File: src/rtl/fg_pkg.sv
// Shared definitions for the fg_timebase slice: timebase state encoding and
// the operating-mode constants sampled when a run or burst starts.
package fg_pkg;

  typedef logic [1:0] fg_state_t;

  localparam fg_state_t STOP  = 2'd0;
  localparam fg_state_t ARMED = 2'd1;
  localparam fg_state_t RUN   = 2'd2;

  localparam logic MODE_CONT  = 1'b0;
  localparam logic MODE_BURST = 1'b1;

endpackage

File: src/rtl/fg_prescaler.sv
// Clock-enable prescaler: counts clocks while running and emits a one-cycle
// tick every prescaler_q_i+1 clocks. The count is held at zero whenever the
// timebase is not running, so every run starts a fresh prescaler interval.
module fg_prescaler #(
  parameter int PRESCALER_BITWIDTH = 16
) (
  input  logic                          clk_i,
  input  logic                          rstn_i,
  input  logic                          run_i,
  input  logic [PRESCALER_BITWIDTH-1:0] prescaler_q_i,
  output logic                          tick_o
);

  logic [PRESCALER_BITWIDTH-1:0] ps_q, ps_d;

  assign tick_o = run_i & (ps_q == prescaler_q_i);

  // Next prescaler count: clear on tick or when idle, otherwise advance.
  always_comb begin
    ps_d = ps_q;
    if (!run_i || tick_o) begin
      ps_d = '0;
    end else begin
      ps_d = ps_q + PRESCALER_BITWIDTH'(1);
    end
  end

  // Prescaler count register.
  always_ff @(posedge clk_i or negedge rstn_i) begin
    if (!rstn_i) begin
      ps_q <= '0;
    end else begin
      ps_q <= ps_d;
    end
  end

endmodule

File: src/rtl/fg_timebase.sv
// Timebase feeding the waveform generator: STOP/ARMED/RUN control FSM,
// shadowed configuration, period counter (CR) and burst period counter.
// Optional build macro FG_TRIG_SYNC_EN adds a 2-flop synchroniser on
// trigger_i ahead of edge detection (two extra cycles of trigger latency).
module fg_timebase
  import fg_pkg::*;
#(
  parameter int COUNTER_BITWIDTH   = 32,
  parameter int PRESCALER_BITWIDTH = 16,
  parameter int BURST_BITWIDTH     = 8
) (
  input  logic                          clk_i,
  input  logic                          rstn_i,
  input  logic                          enable_i,
  input  logic                          mode_i,
  input  logic                          trigger_i,
  input  logic [PRESCALER_BITWIDTH-1:0] prescaler_i,
  input  logic [COUNTER_BITWIDTH-1:0]   counter_i,
  input  logic [BURST_BITWIDTH-1:0]     burst_count_i,
  output logic                          clk_en_o,
  output logic [COUNTER_BITWIDTH-1:0]   CR_o,
  output logic                          period_done_o,
  output logic                          busy_o
);

  fg_state_t                     state_q, state_d;
  logic [PRESCALER_BITWIDTH-1:0] prescaler_q;
  logic [COUNTER_BITWIDTH-1:0]   counter_q;
  logic [BURST_BITWIDTH-1:0]     burst_q;
  logic                          mode_q;
  logic [COUNTER_BITWIDTH-1:0]   cr_q, cr_d;
  logic                          trig_s, trig_d_q, trig_edge;
  logic                          tick, wrap, burst_last, load_shadow;

`ifdef FG_TRIG_SYNC_EN
  logic [1:0] trig_sync_q;

  // Two-flop synchroniser so an asynchronous trigger can be used safely.
  always_ff @(posedge clk_i or negedge rstn_i) begin
    if (!rstn_i) begin
      trig_sync_q <= 2'b00;
    end else begin
      trig_sync_q <= {trig_sync_q[0], trigger_i};
    end
  end

  assign trig_s = trig_sync_q[1];
`else
  assign trig_s = trigger_i;
`endif

  // Delayed trigger copy for rising-edge detection.
  always_ff @(posedge clk_i or negedge rstn_i) begin
    if (!rstn_i) begin
      trig_d_q <= 1'b0;
    end else begin
      trig_d_q <= trig_s;
    end
  end

  assign trig_edge = trig_s & ~trig_d_q;

  // Dropping enable_i suppresses the tick in the same cycle.
  fg_prescaler #(
    .PRESCALER_BITWIDTH(PRESCALER_BITWIDTH)
  ) u_prescaler (
    .clk_i        (clk_i),
    .rstn_i       (rstn_i),
    .run_i        ((state_q == RUN) & enable_i),
    .prescaler_q_i(prescaler_q),
    .tick_o       (tick)
  );

  assign wrap       = tick & (cr_q == counter_q);
  assign burst_last = wrap & (mode_q == MODE_BURST) & (burst_q == BURST_BITWIDTH'(1));

  // FSM state register.
  always_ff @(posedge clk_i or negedge rstn_i) begin
    if (!rstn_i) begin
      state_q <= STOP;
    end else begin
      state_q <= state_d;
    end
  end

  // FSM next state; losing enable overrides every other transition.
  always_comb begin
    state_d = state_q;
    if (!enable_i) begin
      state_d = STOP;
    end else begin
      case (state_q)
        STOP:    state_d = (mode_i == MODE_BURST) ? ARMED : RUN;
        ARMED:   if (trig_edge) state_d = RUN;
        RUN:     if (burst_last) state_d = ARMED;
        default: state_d = STOP;
      endcase
    end
  end

  // FSM outputs: busy flag and shadow capture when leaving STOP or ARMED.
  always_comb begin
    busy_o      = (state_q == RUN);
    load_shadow = (state_q != RUN) && (state_d != STOP) && (state_d != state_q);
  end

  // Shadow configuration; period settings only change at period boundaries.
  always_ff @(posedge clk_i or negedge rstn_i) begin
    if (!rstn_i) begin
      prescaler_q <= '0;
      counter_q   <= '0;
      burst_q     <= '0;
      mode_q      <= MODE_CONT;
    end else if (load_shadow) begin
      prescaler_q <= prescaler_i;
      counter_q   <= counter_i;
      mode_q      <= mode_i;
      burst_q     <= (burst_count_i == '0) ? BURST_BITWIDTH'(1) : burst_count_i;
    end else if (wrap) begin
      prescaler_q <= prescaler_i;
      counter_q   <= counter_i;
      if (mode_q == MODE_BURST) begin
        burst_q <= burst_q - BURST_BITWIDTH'(1);
      end
    end
  end

  // Next CR value: zero outside RUN, otherwise advance and wrap on ticks.
  always_comb begin
    cr_d = cr_q;
    if (state_d != RUN) begin
      cr_d = '0;
    end else if (tick) begin
      cr_d = wrap ? '0 : cr_q + COUNTER_BITWIDTH'(1);
    end
  end

  // Period counter register.
  always_ff @(posedge clk_i or negedge rstn_i) begin
    if (!rstn_i) begin
      cr_q <= '0;
    end else begin
      cr_q <= cr_d;
    end
  end

  assign clk_en_o      = tick;
  assign period_done_o = wrap;
  assign CR_o          = cr_q;

endmodule

File: config.mk
export PLATFORM = sky130hd
export DESIGN_NAME = fg_timebase
export DESIGN_NICKNAME = d
export VERILOG_FILES = /design/src/rtl/fg_pkg.sv /design/src/rtl/fg_prescaler.sv /design/src/rtl/fg_timebase.sv
export SDC_FILE = /design/constraint.sdc
export NUM_CORES = 1
export LEC_CHECK = 0
export ABC_CLOCK_PERIOD_IN_PS = 6600
export CAP_MARGIN = 20
export CORE_ASPECT_RATIO = 1.1
export CORE_MARGIN = 4
export CORE_UTILIZATION = 58
export DETAILED_ROUTE_END_ITERATION = 6
export GPL_TIMING_DRIVEN = 0
export HOLD_SLACK_MARGIN = 0.15
export PLACE_DENSITY = 0.86
export SYNTH_ARGS = -nofsm -noshare
export SYNTH_HDL_FRONTEND = slang
export SYNTH_SLANG_ARGS = --single-unit
File: constraint.sdc
create_clock -name clk_i -period 6.6 [get_ports clk_i]
set_clock_uncertainty 0.15 [all_clocks]
set_input_delay 1.32 -clock clk_i [delete_from_list [all_inputs] [get_ports clk_i]]
set_output_delay 1.32 -clock clk_i [all_outputs]
set_load 0.05 [all_outputs]
==> flow_summary.yaml <==
run_status:
  status: "finished clean"
floorplanning:
  die_area_um2: 11400
  rows: 37
  coreArea_um2: 9440
  die_h_um: 112
  fp.dieW_um: 102
  initial_core_util: 0.599
  design.portCount: 96
power:
  p_per_area_nw_per_um2: 203
  power.leakage_uw: 0.00278
  power.total_uw: 1410
  power.switching_uw: 402
  worst_ir_drop_vdd_mv: 0.157
  power.share.clock: 0.263
  combPwrFrac: 0.179
  seqPwrFrac: 0.558
  p_int_uw: 1010
  switching_share: 0.285
cts:
  cts_tree: "yes"
  cts_buffer_depth: 2
  clock-sinks: 108
  holdBufCountCts: 0
  htreeDepth: 3
  clk_pin_slew_worst_paths_ns: 0.10
  cts_made_buffers: 9
  insertion_delay_ns: 0.37
  postCtsSetupBuffers: 0
  clockRootBuffer: "clkbuf_8"
  postCtsResizedCells: 0
setup_path:
  crit_type: "in -> out"
  cp-startpoint: "enable_i"
  endpoint: "period_done_o"
  cp_data_required_time_ns: 5.13
  r2r_setup_slack_ns: 3.59
  start_kind: "input pin"
  r2r_start: "CR_o[9]"
  r2r-end: "CR_o[8]"
  cp_max_fo: 10
  reg2reg_depth: 8
  cp-end-kind: "output port"
  arrival_ns: 3.62
place:
  port_buffers: 95
  gp_congestion: 0.907
  dp_hpwl_mm: 10.6
  dpl.cell_count: 749
  place_area_um2: 6780
yosys:
  synth_ff_type: "dfrtp_1"
  yosys-top-cells-area: "dfrtp_1 48%, mux2_2 9.0%, xor2_1 8.5%"
  synth_nets: 601
  syn_inst: 536
  synth_warnings: 0
  synth-seq-cells: 108
  async_flop_share: 1.00
  synthDistinctLibCells: 49
  synth_edf_count: 0
  synth.most_common_cell: "dfrtp_1"
  yosysSeqAreaShare: 0.477
  syn_area_um2: 5660
  synth_top_area_cell: "dfrtp_1"
  avgSynthCellArea_um2: 10.6
  netlist_top_cells_count: "108 x dfrtp_1, 55 x xor2_1, 46 x nor2_1"
  synth.top_cell.area_share: 0.477
layout:
  regArea_um2: 2700
  multi_input_area_um2: 2800
  n_fill_cell: 690
  syn2layout_area_growth_pct: 22.9
  final_area_um2: 6960
  stdcell_count: 764
  antenna_cells: 0
  nets: 708
  drive_above_1_share: 0.139
global_route:
  grt_start_max_net_pins: 56
  grt_usage: 0.254
  antenna_found_initial: 0
  grt_pass1_wl_mm: 22.9
  grt_pass1_vias: 4606
  gr-total-overflow: 0
routing:
  first_pass_iters: 7
  drtIter0Drc: 275
  dr_total_vias: 4618
  wl_mm: 14.0
  post_drt_wl_per_cell_um: 18.3
  ant_nets: 0
  drc: 0
  viasPerCell: 6.04
sta:
  finalCritPeriodShare: 0.771
  timing.hold.ws_ns: 0.375
  rsz0062_at_grt: "no"
  slew_headroom: 0.524
  slew_viol_final: 0
  fmax_ghz: 0.197
  fin_tns_setup_ns: 0
  hold_violations: 0
  finalSetupViolCount: 0
  post-route-min-period_ns: 5.09
  worst_pin_slew_ns: 0.714
hold_path:
  hold_class: "reg -> reg"
  min_path_cells: 1
flow_run:
  maxCapViolations: 0
power by group through the flow:
stage | clock (µW) | sequential, µW | combinational (µW)
6_report | 370 | 787 | 253
2_1_floorplan | 0 | 784 | 165
3_3_place_gp | 0 | 796 | 243
4_1_cts | 378 | 787 | 256
5_1_grt | 406 | 796 | 278
3_5_place_dp | 0 | 800 | 254
worst min-delay path by stage:
stage | start | to
3_3_place_gp | counter_q[29] | counter_q[29]
6_report | counter_q[29] | counter_q[29]
3_5_place_dp | counter_q[29] | counter_q[29]
4_1_cts | counter_q[29] | counter_q[29]
2_1_floorplan | counter_q[26] | counter_q[26]
5_1_grt | counter_q[29] | counter_q[29]
cell families after synthesis:
| group | synth area share |
|---|---|
| xor gates and xnor gates | 0.122 |
| and+or+nand+nor | 0.201 |
| adders and majority gates | 0.00884 |
| buffers and inverters | 0.0285 |
| AOI/OAI and AO/OA | 0.0568 |
| muxes | 0.105 |
| DFF | 0.477 |
metrics by stage:
stage,setup WS (ns),utilization
3_3_place_gp,-0.00567,0.716
4_1_cts,1.52,0.736
2_1_floorplan,2.62,-
3_5_place_dp,1.54,0.718
5_1_grt,1.42,0.736
6_report,1.51,0.736
placed cells by master, fill, tap and decap left out, drive strengths merged, types with 2 or more instances in the layout:
| master | n |
|---|---|
| a21o | 2 |
| a21oi | 21 |
| a2bb2oi | 5 |
| a31oi | 2 |
| and2 | 2 |
| and3 | 5 |
| and4 | 3 |
| buf | 16 |
| clkbuf | 14 |
| clkdlybuf4s50 | 94 |
| clkinv | 2 |
| dfrtp | 108 |
| ha | 4 |
| inv | 15 |
| mux2 | 51 |
| mux2i | 2 |
| nand2 | 45 |
| nand3 | 27 |
| nand4 | 17 |
| nor2 | 46 |
| nor3 | 12 |
| nor3b | 3 |
| nor4 | 24 |
| o21ai | 13 |
| o311ai | 2 |
| o31ai | 2 |
| or3 | 8 |
| or4 | 12 |
| xnor2 | 24 |
| xor2 | 55 |
routing by layer:
layer / global-route usage / part of all wire
met1: 0.333 / 0.40
met2: 0.422 / 0.51
met3: 0.0489 / 0.068
met4: 0.0849 / 0.022
met5: 0 / 0
flip-flops by register name, indices dropped and copies added, names as in the netlist:
signal            count
u_prescaler.ps_q     16
prescaler_q          16
state_q               2
counter_q            32
burst_q               8
mode_q                1
CR_o                 32
trig_d_q              1
critical path, stage by stage:
cell	delay [ns]
clkdlybuf4s50_1	0.55
and2_1	0.14
buf_2	0.25
nand2_4	0.13
buf_6	0.16
nor2_1	0.21
clkdlybuf4s50_1	0.85
layout make-up:
| class | instances | share of cell area |
|---|---|---|
| multi-input combinational | 397 | 0.402 |
| sequential | 108 | 0.389 |
| timing repair buffer | 96 | 0.140 |
| tap | 117 | 0.0210 |
| clock buffer | 9 | 0.0178 |
| buffer | 19 | 0.0167 |
| clock inverter | 6 | 0.00684 |
| inverter | 12 | 0.00648 |
No activity file was read; power rests on OpenSTA's default activity.
